--- src/rtl/mult8x8_pkg.sv ---
// Shared types and constants for the sequential 8x8 multiplier.
// The FSM states, step indices and datapath widths are defined here.
package mult8x8_pkg;

  localparam int OPND_W  = 8;
  localparam int PP_W    = 8;
  localparam int PROD_W  = 16;
  localparam int NIB_W   = 4;
  localparam int SHIFT_W = 4;

  typedef enum logic [1:0] {
    IDLE = 2'd0,
    CALC = 2'd1,
    DONE = 2'd2
  } state_e;

  // Step order: low*low, low*high, high*low, high*high nibbles
  localparam logic [1:0] STEP_LL = 2'd0;
  localparam logic [1:0] STEP_LH = 2'd1;
  localparam logic [1:0] STEP_HL = 2'd2;
  localparam logic [1:0] STEP_HH = 2'd3;

endpackage

--- src/rtl/mult_control.sv ---
// Control FSM and step counter for the sequential multiplier.
// Generates the nibble selects, shift amount and accumulator/output strobes.
module mult_control
  import mult8x8_pkg::*;
(
  input  logic               clk_i,
  input  logic               aclr_ni,
  input  logic               start_i,
  output logic               sel_a_o,
  output logic               sel_b_o,
  output logic [SHIFT_W-1:0] shift_o,
  output logic               acc_clr_o,
  output logic               acc_en_o,
  output logic               load_out_o,
  output logic               done_flag_o,
  output logic               busy_o,
  output logic [1:0]         count_o
);

  state_e     state_q, state_d;
  logic [1:0] count_q, count_d;
  logic       done_q, done_d;
  logic       busy_q, busy_d;

  always_ff @(posedge clk_i or negedge aclr_ni) begin
    if (!aclr_ni) begin
      state_q <= IDLE;
      count_q <= 2'd0;
      done_q  <= 1'b0;
      busy_q  <= 1'b0;
    end else begin
      state_q <= state_d;
      count_q <= count_d;
      done_q  <= done_d;
      busy_q  <= busy_d;
    end
  end

  always_comb begin
    state_d    = state_q;
    count_d    = count_q;
    acc_clr_o  = 1'b0;
    acc_en_o   = 1'b0;
    load_out_o = 1'b0;
    case (state_q)
      IDLE: begin
        if (start_i) begin
          acc_clr_o = 1'b1;
          count_d   = STEP_LL;
          state_d   = CALC;
        end
      end
      CALC: begin
        acc_en_o = 1'b1;
        count_d  = count_q + 2'd1;
        if (count_q == STEP_HH) begin
          load_out_o = 1'b1;
          state_d    = DONE;
        end
      end
      DONE:    state_d = IDLE;
      default: state_d = IDLE;
    endcase
    done_d = load_out_o;
    busy_d = (state_d != IDLE);
  end

  // Step index bit 1 picks the high nibble of A, bit 0 the high nibble of B
  always_comb begin
    sel_a_o = count_q[1];
    sel_b_o = count_q[0];
    case (count_q)
      STEP_LL: shift_o = SHIFT_W'(0);
      STEP_HH: shift_o = SHIFT_W'(8);
      default: shift_o = SHIFT_W'(4);
    endcase
  end

  assign done_flag_o = done_q;
  assign busy_o      = busy_q;
  assign count_o     = count_q;

endmodule

--- src/rtl/mult8x8_seq.sv ---
// Sequential 8x8 unsigned multiplier: one 4x4 partial product per cycle,
// accumulated over four steps into a registered 16-bit product.
module mult8x8_seq
  import mult8x8_pkg::*;
(
  input  logic              clk,
  input  logic              aclr_n,
  input  logic              start,
  input  logic [OPND_W-1:0] dataa,
  input  logic [OPND_W-1:0] datab,
  output logic [PROD_W-1:0] product8x8_out,
  output logic              done_flag,
  output logic              busy,
  output logic [1:0]        count_out
);

  logic               sel_a, sel_b;
  logic [SHIFT_W-1:0] shift_amt;
  logic               acc_clr, acc_en, load_out;

  logic [OPND_W-1:0]  a_q, b_q;
  logic [PROD_W-1:0]  acc_q, acc_d;
  logic [PROD_W-1:0]  product_q;
  logic [NIB_W-1:0]   nib_a, nib_b;
  logic [PP_W-1:0]    pp;
  logic [PROD_W-1:0]  pp_shifted;

  mult_control u_ctrl (
    .clk_i       (clk),
    .aclr_ni     (aclr_n),
    .start_i     (start),
    .sel_a_o     (sel_a),
    .sel_b_o     (sel_b),
    .shift_o     (shift_amt),
    .acc_clr_o   (acc_clr),
    .acc_en_o    (acc_en),
    .load_out_o  (load_out),
    .done_flag_o (done_flag),
    .busy_o      (busy),
    .count_o     (count_out)
  );

  always_comb begin
    nib_a      = sel_a ? a_q[7:4] : a_q[3:0];
    nib_b      = sel_b ? b_q[7:4] : b_q[3:0];
    pp         = PP_W'(nib_a) * PP_W'(nib_b);
    pp_shifted = PROD_W'(pp) << shift_amt;
    acc_d      = acc_q + pp_shifted;
  end

  // Operands are captured only on an accepted start, so later input changes are ignored
  always_ff @(posedge clk or negedge aclr_n) begin
    if (!aclr_n) begin
      a_q       <= '0;
      b_q       <= '0;
      acc_q     <= '0;
      product_q <= '0;
    end else begin
      if (acc_clr) begin
        a_q   <= dataa;
        b_q   <= datab;
        acc_q <= '0;
      end else if (acc_en) begin
        acc_q <= acc_d;
      end
      if (load_out) begin
        product_q <= acc_d;
      end
    end
  end

  assign product8x8_out = product_q;

endmodule

--- config.mk ---
export PLATFORM = sky130hd
export DESIGN_NAME = mult8x8_seq
export DESIGN_NICKNAME = d
export VERILOG_FILES = /design/src/rtl/mult8x8_pkg.sv /design/src/rtl/mult_control.sv /design/src/rtl/mult8x8_seq.sv
export SDC_FILE = /design/constraint.sdc
export NUM_CORES = 1
export LEC_CHECK = 0
export ABC_AREA = 1
export CORE_ASPECT_RATIO = 1.4
export CORE_MARGIN = 2
export CORE_UTILIZATION = 45
export DETAILED_ROUTE_END_ITERATION = 10
export GPL_TIMING_DRIVEN = 0
export PLACE_DENSITY = 0.69
export SETUP_SLACK_MARGIN = 0.5
export SYNTH_ARGS = -nofsm -noshare
export SYNTH_HDL_FRONTEND = slang
export SYNTH_SLANG_ARGS = --single-unit
--- constraint.sdc ---
create_clock -name clk -period 3.9 [get_ports clk]
set_clock_uncertainty 0.05 [all_clocks]
set_input_delay 0.585 -clock clk [delete_from_list [all_inputs] [get_ports clk]]
set_output_delay 0.585 -clock clk [all_outputs]
set_load 0.02 [all_outputs]
==> summary.txt, run 1 <==
STA
  • Max Freq: 213.9 MHz
  • Setup Viol. Count Final: 22
  • Crit share post-route: 119.9%
  • RSZ-0062 raised after global routing: true
  • Slew Limit Fails: 0
  • Final Hold Fails: 0
  • Final hold slack: 198.6 ps
  • Post-layout min period: approximately 4700 ps
  • Slew margin rel.: between 60% and 70%
  • Worst slew pin tran: 581.0 ps
  • Fin worst setup slack: -776.2 ps

Final layout
  • Sequential cell area: around 0.0014 mm²
  • ANT cells: 0
  • Area delta synth->final: 34.79%
  • Area of the multi-input gates: ~0.0023 mm²
  • # fillers: roughly 630
  • Fraction of layout cells with a size suffix above 1: between 20 and 30%
  • Nets: 518

Die
  • Cell row count: 38
  • Initial core utilization: approximately 46%
  • Die Ht: 108.2 µm
  • I/O pin cnt: 39
  • Die X: 78.41 µm
  • Die area: ~0.0085 mm²
  • Core box area: roughly 0.0077 mm²

Detailed routing
  • Final ANT Viol Nets: 0
  • Drt first pass iters: 5
  • DRC Markers: 0
  • Via-per-instance ratio: about 5.3
  • Via count: between 3000 and 4000
  • Starting DRT DRC Count: ~130
  • Drt wl/cell: approximately 16 µm
  • Routed wire length: between 8000 and 9000 µm

Clock tree
  • Root Driver: clkbuf_8
  • Insertion delay to the later sink of the worst-skew pair: about 320 ps
  • TritonCTS clock tree: yes
  • CTS Buf Count: 5
  • Cts hold-fix bufs: 0
  • CTS Buffer Depth: 2
  • Worst-path clk slew: 100 ps
  • CTS Sinks: 54
  • Htree depth: 2

GRT
  • Largest net degree at the start of global routing: 32
  • First-pass GRT wire length: 14190 µm
  • Initial antenna violation count: 0
  • Total congestion overflow: 0
  • Vias in the first global route: roughly 3100
  • GRT Overall Usage: around 22%

Placed design
  • I/O Buffers: 38
  • Detailed placement HPWL: 6325 µm
  • Placer Congestion: a little under 0.9

Synth
  • Syn Inst Count: 400
  • Synthesized area per cell: between 8 and 9 µm²
  • Leading area contributor after synthesis: dfrtp_1
  • Top post-synthesis cells by area: dfrtp_1 (39%), ha_1 (10%), nand2_1 (9.6%), mux2_2 (5.2%), nand3_1 (4.0%)
  • Flops & latches, synth: 54
  • Cell with the most instances after synthesis: nand2_1
  • Distinct cells, synth: 43
  • Post-synth EDFFs: 0
  • Post-synth top cells: nand2_1 (89), dfrtp_1 (54), inv_1 (32), nor2_1 (31)
  • Dominant synthesized flop cell: dfrtp_1
  • Yosys top cell area share: 38.74%
  • Mapped Nets: approximately 450
  • Yosys Warn Count: 0
  • Fraction of registers with async set/reset: 100.0%
  • Register area share after synthesis: 38.74%
  • Post-Syn Area: approximately 0.0035 mm²

Setup path
  • CP startpoint: u_ctrl.count_o[0]
  • FF-to-FF setup slack: -780 ps
  • Slowest-stage cell, CP: fa_1
  • Crit path to: acc_q[8]
  • CP Class: reg -> reg
  • Reg2Reg Launch Point: u_ctrl.count_o[0]
  • CP Launch Type: register
  • Worst R2R Path Depth: 20
  • CP Max Fanout: 5
  • Worst R2R End: acc_q[8]
  • Crit end category: register
  • CP Cell Sequence: buf_6, mux2i_2, or2_4, fa_1, fa_1, inv_1, ha_1, nand2_1, nand2_1, and2_4, xor2_2, mux2i_1, nor2_1, ha_1, a21oi_2, o21ai_4, a21oi_2, o21bai_2, xnor2_2, o21ai_1
  • Worst path required time: between 4000 and 5000 ps
  • Critical Path AT: 4820 ps
  • CP max stage delay: roughly 540 ps

Flow run
  • MaxCap Viol Count: 0

Status
  • Failing checks: negative setup slack
  • Status: finished, violations left

Hold path
  • Worst hold-check path type: in -> async
placed cells by master, fill, tap and decap left out, drive strengths merged, types with 6 or more instances in the layout:
cell | netlist | routed
a21oi | 20 | 20
buf | 9 | 31
clkbuf | 2 | 7
clkdlybuf4s50 | 0 | 37
dfrtp | 54 | 54
ha | 28 | 28
inv | 37 | 37
mux2 | 16 | 16
mux2i | 10 | 10
nand2 | 93 | 93
nand3 | 29 | 29
nor2 | 34 | 34
o21ai | 24 | 24
or2 | 6 | 6
xnor2 | 6 | 6
how the worst min path moves through the flow:
stage                               endpoint               start  cells past startpoint
final                      product8x8_out[1]              aclr_n                      1
after global routing       product8x8_out[2]              aclr_n                      1
after CTS                           acc_q[4]              aclr_n                      1
after detailed placement  product8x8_out[10]  product8x8_out[10]                      2
after global placement     product8x8_out[0]   product8x8_out[0]                      2
after floorplan                       a_q[0]              aclr_n                      0
repair_timing:
action / 4_1_cts / 5_1_grt
pin swaps: 16 / 13
resized for setup: 36 / 38
buffers inserted: 16 / 4
hold endpoints to repair: 0 / 0
endpoints found under the setup margin: 26 / 26
critical path, delay by kind of cell (launching register included):
family	cells	cell delay, ps
compound gates	5	710
xor+xnor	2	350
fa+ha+maj	4	1690
buf+inv	2	210
flops	1	410
mux	2	450
simple gates	5	680
logic make-up after synthesis:
group	after synthesis	synth area share (%)
and+or+nand+nor	172	21.99
AOI/OAI and AO/OA	57	10.12
DFF	54	38.74
buffers and inverters	48	5.703
adders and majority gates	33	12.91
muxes	26	8.034
xor gates and xnor gates	10	2.511
metal layers:
metal	vias to the layer above	track usage [%]	part of all wire, %
li1	1453	-	-
met1	1471	23.00	38
met2	67	39.16	54
met3	33	3.840	3.1
met4	0	13.16	4.8
met5	-	0	0
metrics by stage:
stage | worst slack [ps] | util (%) | instance area [µm²] | instances | TNS (ps)
floorplan | -262.4 | - | 3547 | 400 | -3368
global placement | -725.0 | 52.94 | 4053 | 538 | -12550
detailed placement | -733.4 | 53.14 | 4068 | 539 | -13580
CTS | -628.2 | 58.60 | 4486 | 563 | -10950
global route | -968.8 | 61.43 | 4702 | 567 | -17790
finish | -776.2 | 61.43 | 4702 | 567 | -13900
state kept, by name (all words and copies together) (netlist names):
signal	flops
acc_q	16
product8x8_out	16
a_q	8
b_q	8
u_ctrl.count_o	2
u_ctrl.state_q	2
u_ctrl.busy_o	1
u_ctrl.done_flag_o	1
cell type report:
| class | instances | share of cell area [%] |
|---|---|---|
| Multi-Input combinational cell | 298 | 49.87 |
| Sequential cell | 54 | 28.74 |
| Timing Repair Buffer | 59 | 11.92 |
| Inverter | 37 | 3.007 |
| Tap cell | 100 | 2.661 |
| Buffer | 11 | 1.490 |
| Clock buffer | 5 | 1.464 |
| Clock inverter | 3 | 0.8515 |
Power of run 1 is left out: the tool's default activity adds up to more than one toggle a clock period on the data nets, which glitch-free logic cannot reach.
==> run 2: changes to the inputs <==
- CORE_ASPECT_RATIO: 1.4 -> 2
==> summary.txt, run 2 (synthesis gave the netlist of run 1 again) <==
GRT
  • Vias in the first global route: 3231 (+3.4%)
  • GRT Overall Usage: 23.41% (+1.9 points)
  • Total congestion overflow: 0 (unchanged)
  • First-pass GRT wire length: 15060 µm (+6.1%)
  • Largest net degree at the start of global routing: 31 (-3.1%)
  • Initial antenna violation count: 0 (unchanged)

Final layout
  • ANT cells: 0 (unchanged)
  • Commonest cells after routing, fill and taps aside: nand2_1 (75), dfrtp_1 (54), clkdlybuf4s50_1 (37)
  • Most common cell after layout, fill and taps aside: nand2_1
  • Final core occ: 66.98% (+5.6 points)
  • Non-Filler Instances: 576 (+1.6%)
  • Nets: 533 (+2.9%)
  • Fraction of layout cells with a size suffix above 1: 36.31% (+6.8 points)
  • Design area: 0.005054 mm² (+7.5%)
  • Area delta synth->final: 44.87%

Setup path
  • FF-to-FF setup slack: -760 ps (about the same)
  • Worst R2R Path Depth: 22 (+10%)
  • Crit end category: register
  • Critical Path AT: 4780 ps (-40 ps)
  • CP Launch Type: register
  • CP Class: reg -> reg
  • WP buf/inv: 4 (+2)
  • CP Max Fanout: 5 (unchanged)
  • Family with the most delay on the worst path: adder cells
  • Reg2Reg Launch Point: u_ctrl.count_o[1]
  • Slowest-stage cell, CP: fa_2
  • Worst path required time: 4020 ps (-20 ps)
  • CP Cell Sequence: buf_6, mux2i_4, or2_4, fa_1, fa_2, inv_2, ha_4, nand2_2, nand2_2, and2_4, xor2_4, mux2i_4, nor2_4, ha_4, a21oi_2, o21ai_2, buf_4, buf_6, a21oi_4, o21bai_4, xnor2_2, o21ai_1
  • CP max stage delay: 580 ps (+40 ps)
  • Worst R2R End: acc_q[8]

Placed design
  • Placed cell areas: 0.004060 mm² (-0.18%)
  • Detailed placement HPWL: 6721 µm (+6.3%)
  • Placer Congestion: 0.8819 (+0.17%)
  • I/O Buffers: 38 (unchanged)
  • Placed insts: 533 (-1.1%)

Detailed routing
  • Via-per-instance ratio: 5.500 (+3.1%)
  • Final ANT Viol Nets: 0 (unchanged)
  • Drt wl/cell: 17.75 µm (+13%)
  • Via count: 3168 (+4.8%)
  • DRC Markers: 0 (unchanged)
  • Starting DRT DRC Count: 155 (+20%)
  • Drt first pass iters: 4 (-1)
  • Routed wire length: 10220 µm (+15%)

Clock tree
  • TritonCTS clock tree: yes
  • Cts hold-fix bufs: 0 (unchanged)
  • CTS Buf Count: 5 (unchanged)
  • Worst-path clk slew: 80 ps (-20 ps)
  • Insertion delay to the later sink of the worst-skew pair: 300 ps (-20 ps)
  • Root Driver: clkbuf_16
  • CTS Buffer Depth: 2 (unchanged)
  • Htree depth: 2 (unchanged)
  • CTS Sinks: 54 (unchanged)

Status
  • Status: finished, violations left
  • Failing checks: negative setup slack

STA
  • Max Freq: 214.4 MHz (+0.27%)
  • Setup Viol. Count Final: 22 (unchanged)
  • Final Hold Fails: 0 (unchanged)
  • Fin worst setup slack: -763.8 ps (+12.39 ps)
  • Slew Limit Fails: 0 (unchanged)
  • Worst slew pin tran: 602.3 ps (+21.29 ps)
  • Setup TNS Final: -12500 ps (+1400 ps)
  • Slew margin rel.: 59.85% (-1.4 points)
  • Crit share post-route: 119.6% (-0.32 points)
  • RSZ-0062 raised after global routing: true
  • Post-layout min period: 4664 ps (-12.39 ps)

Die
  • Die Ht: 128.5 µm (+19%)
  • I/O pin cnt: 39 (unchanged)
  • Die X: 66.26 µm (-16%)
  • Initial core utilization: 46.24% (+0.67 points)
  • Cell row count: 45 (+18%)
  • Core box area: 0.007545 mm² (-1.4%)
  • Die area: 0.008515 mm² (+0.39%)

Flow run
  • MaxCap Viol Count: 0 (unchanged)

Hold path
  • Worst hold-check path type: in -> async
[run 2: per-layer routing]
layer	up-vias	part of all wire [%]	global-route usage [%]
met5	-	0	0
met4	0	4.6	12.85
met3	33	3.6	2.448
met2	93	57	45.76
met1	1545	34	22.57
li1	1497	-	-
[run 2: metrics by stage]
step / setup slack, ps / hold WS [ps]
after floorplan: -262.4 / 239.4
after global placement: -742.7 / 412.6
after detailed placement: -819.8 / 414.7
after CTS: -670.2 / 243.3
after global routing: -851.6 / 268.1
final: -763.8 / 230.3
[run 2: area by class of cell]
type	count	area (µm²)
multi-input combinational	298	2544
fill	592	2491
sequential	54	1351
timing repair buffer	74	673.1
inverter	37	143.9
clock buffer	5	125.1
tap	94	117.6
buffer	11	70.07
clock inverter	3	28.78
[run 2: how the worst max path moves through the flow]
stage / start / end / cells after the start
6_report: u_ctrl.count_o[1] / acc_q[8] / 22
5_1_grt: u_ctrl.count_o[1] / product8x8_out[8] / 22
4_1_cts: u_ctrl.count_o[0] / product8x8_out[12] / 22
3_5_place_dp: u_ctrl.count_o[0] / product8x8_out[12] / 22
3_3_place_gp: u_ctrl.count_o[0] / product8x8_out[11] / 19
2_1_floorplan: u_ctrl.count_o[0] / acc_q[12] / 22
[run 2: worst register-to-register path, cell delays in order (launching register included)]
cell and delay (ps):
dfrtp_1 390, buf_6 150, mux2i_4 190, or2_4 260
fa_1 490, fa_2 580, inv_2 50, ha_4 250
nand2_2 40, nand2_2 70, and2_4 160, xor2_4 200
mux2i_4 110, nor2_4 150, ha_4 240, a21oi_2 190
o21ai_2 100, buf_4 150, buf_6 110, a21oi_4 190
o21bai_4 110, xnor2_2 190, o21ai_1 80
[run 2: what timing repair did]
item | 4_1_cts | 5_1_grt
buffers inserted | 17 | 18
gates resized for setup | 52 | 58
pin swaps | 30 | 43
setup endpoints to repair | 26 | 26
Power of run 2 is left out for the same reason.
==> run 3: changes to the inputs <==
- CTS_CLUSTER_SIZE: not set -> 14
==> results of run 3 <==
The final DEF is identical to that of run 2; final timing and power are the same.
Power of run 3 is left out for the same reason.
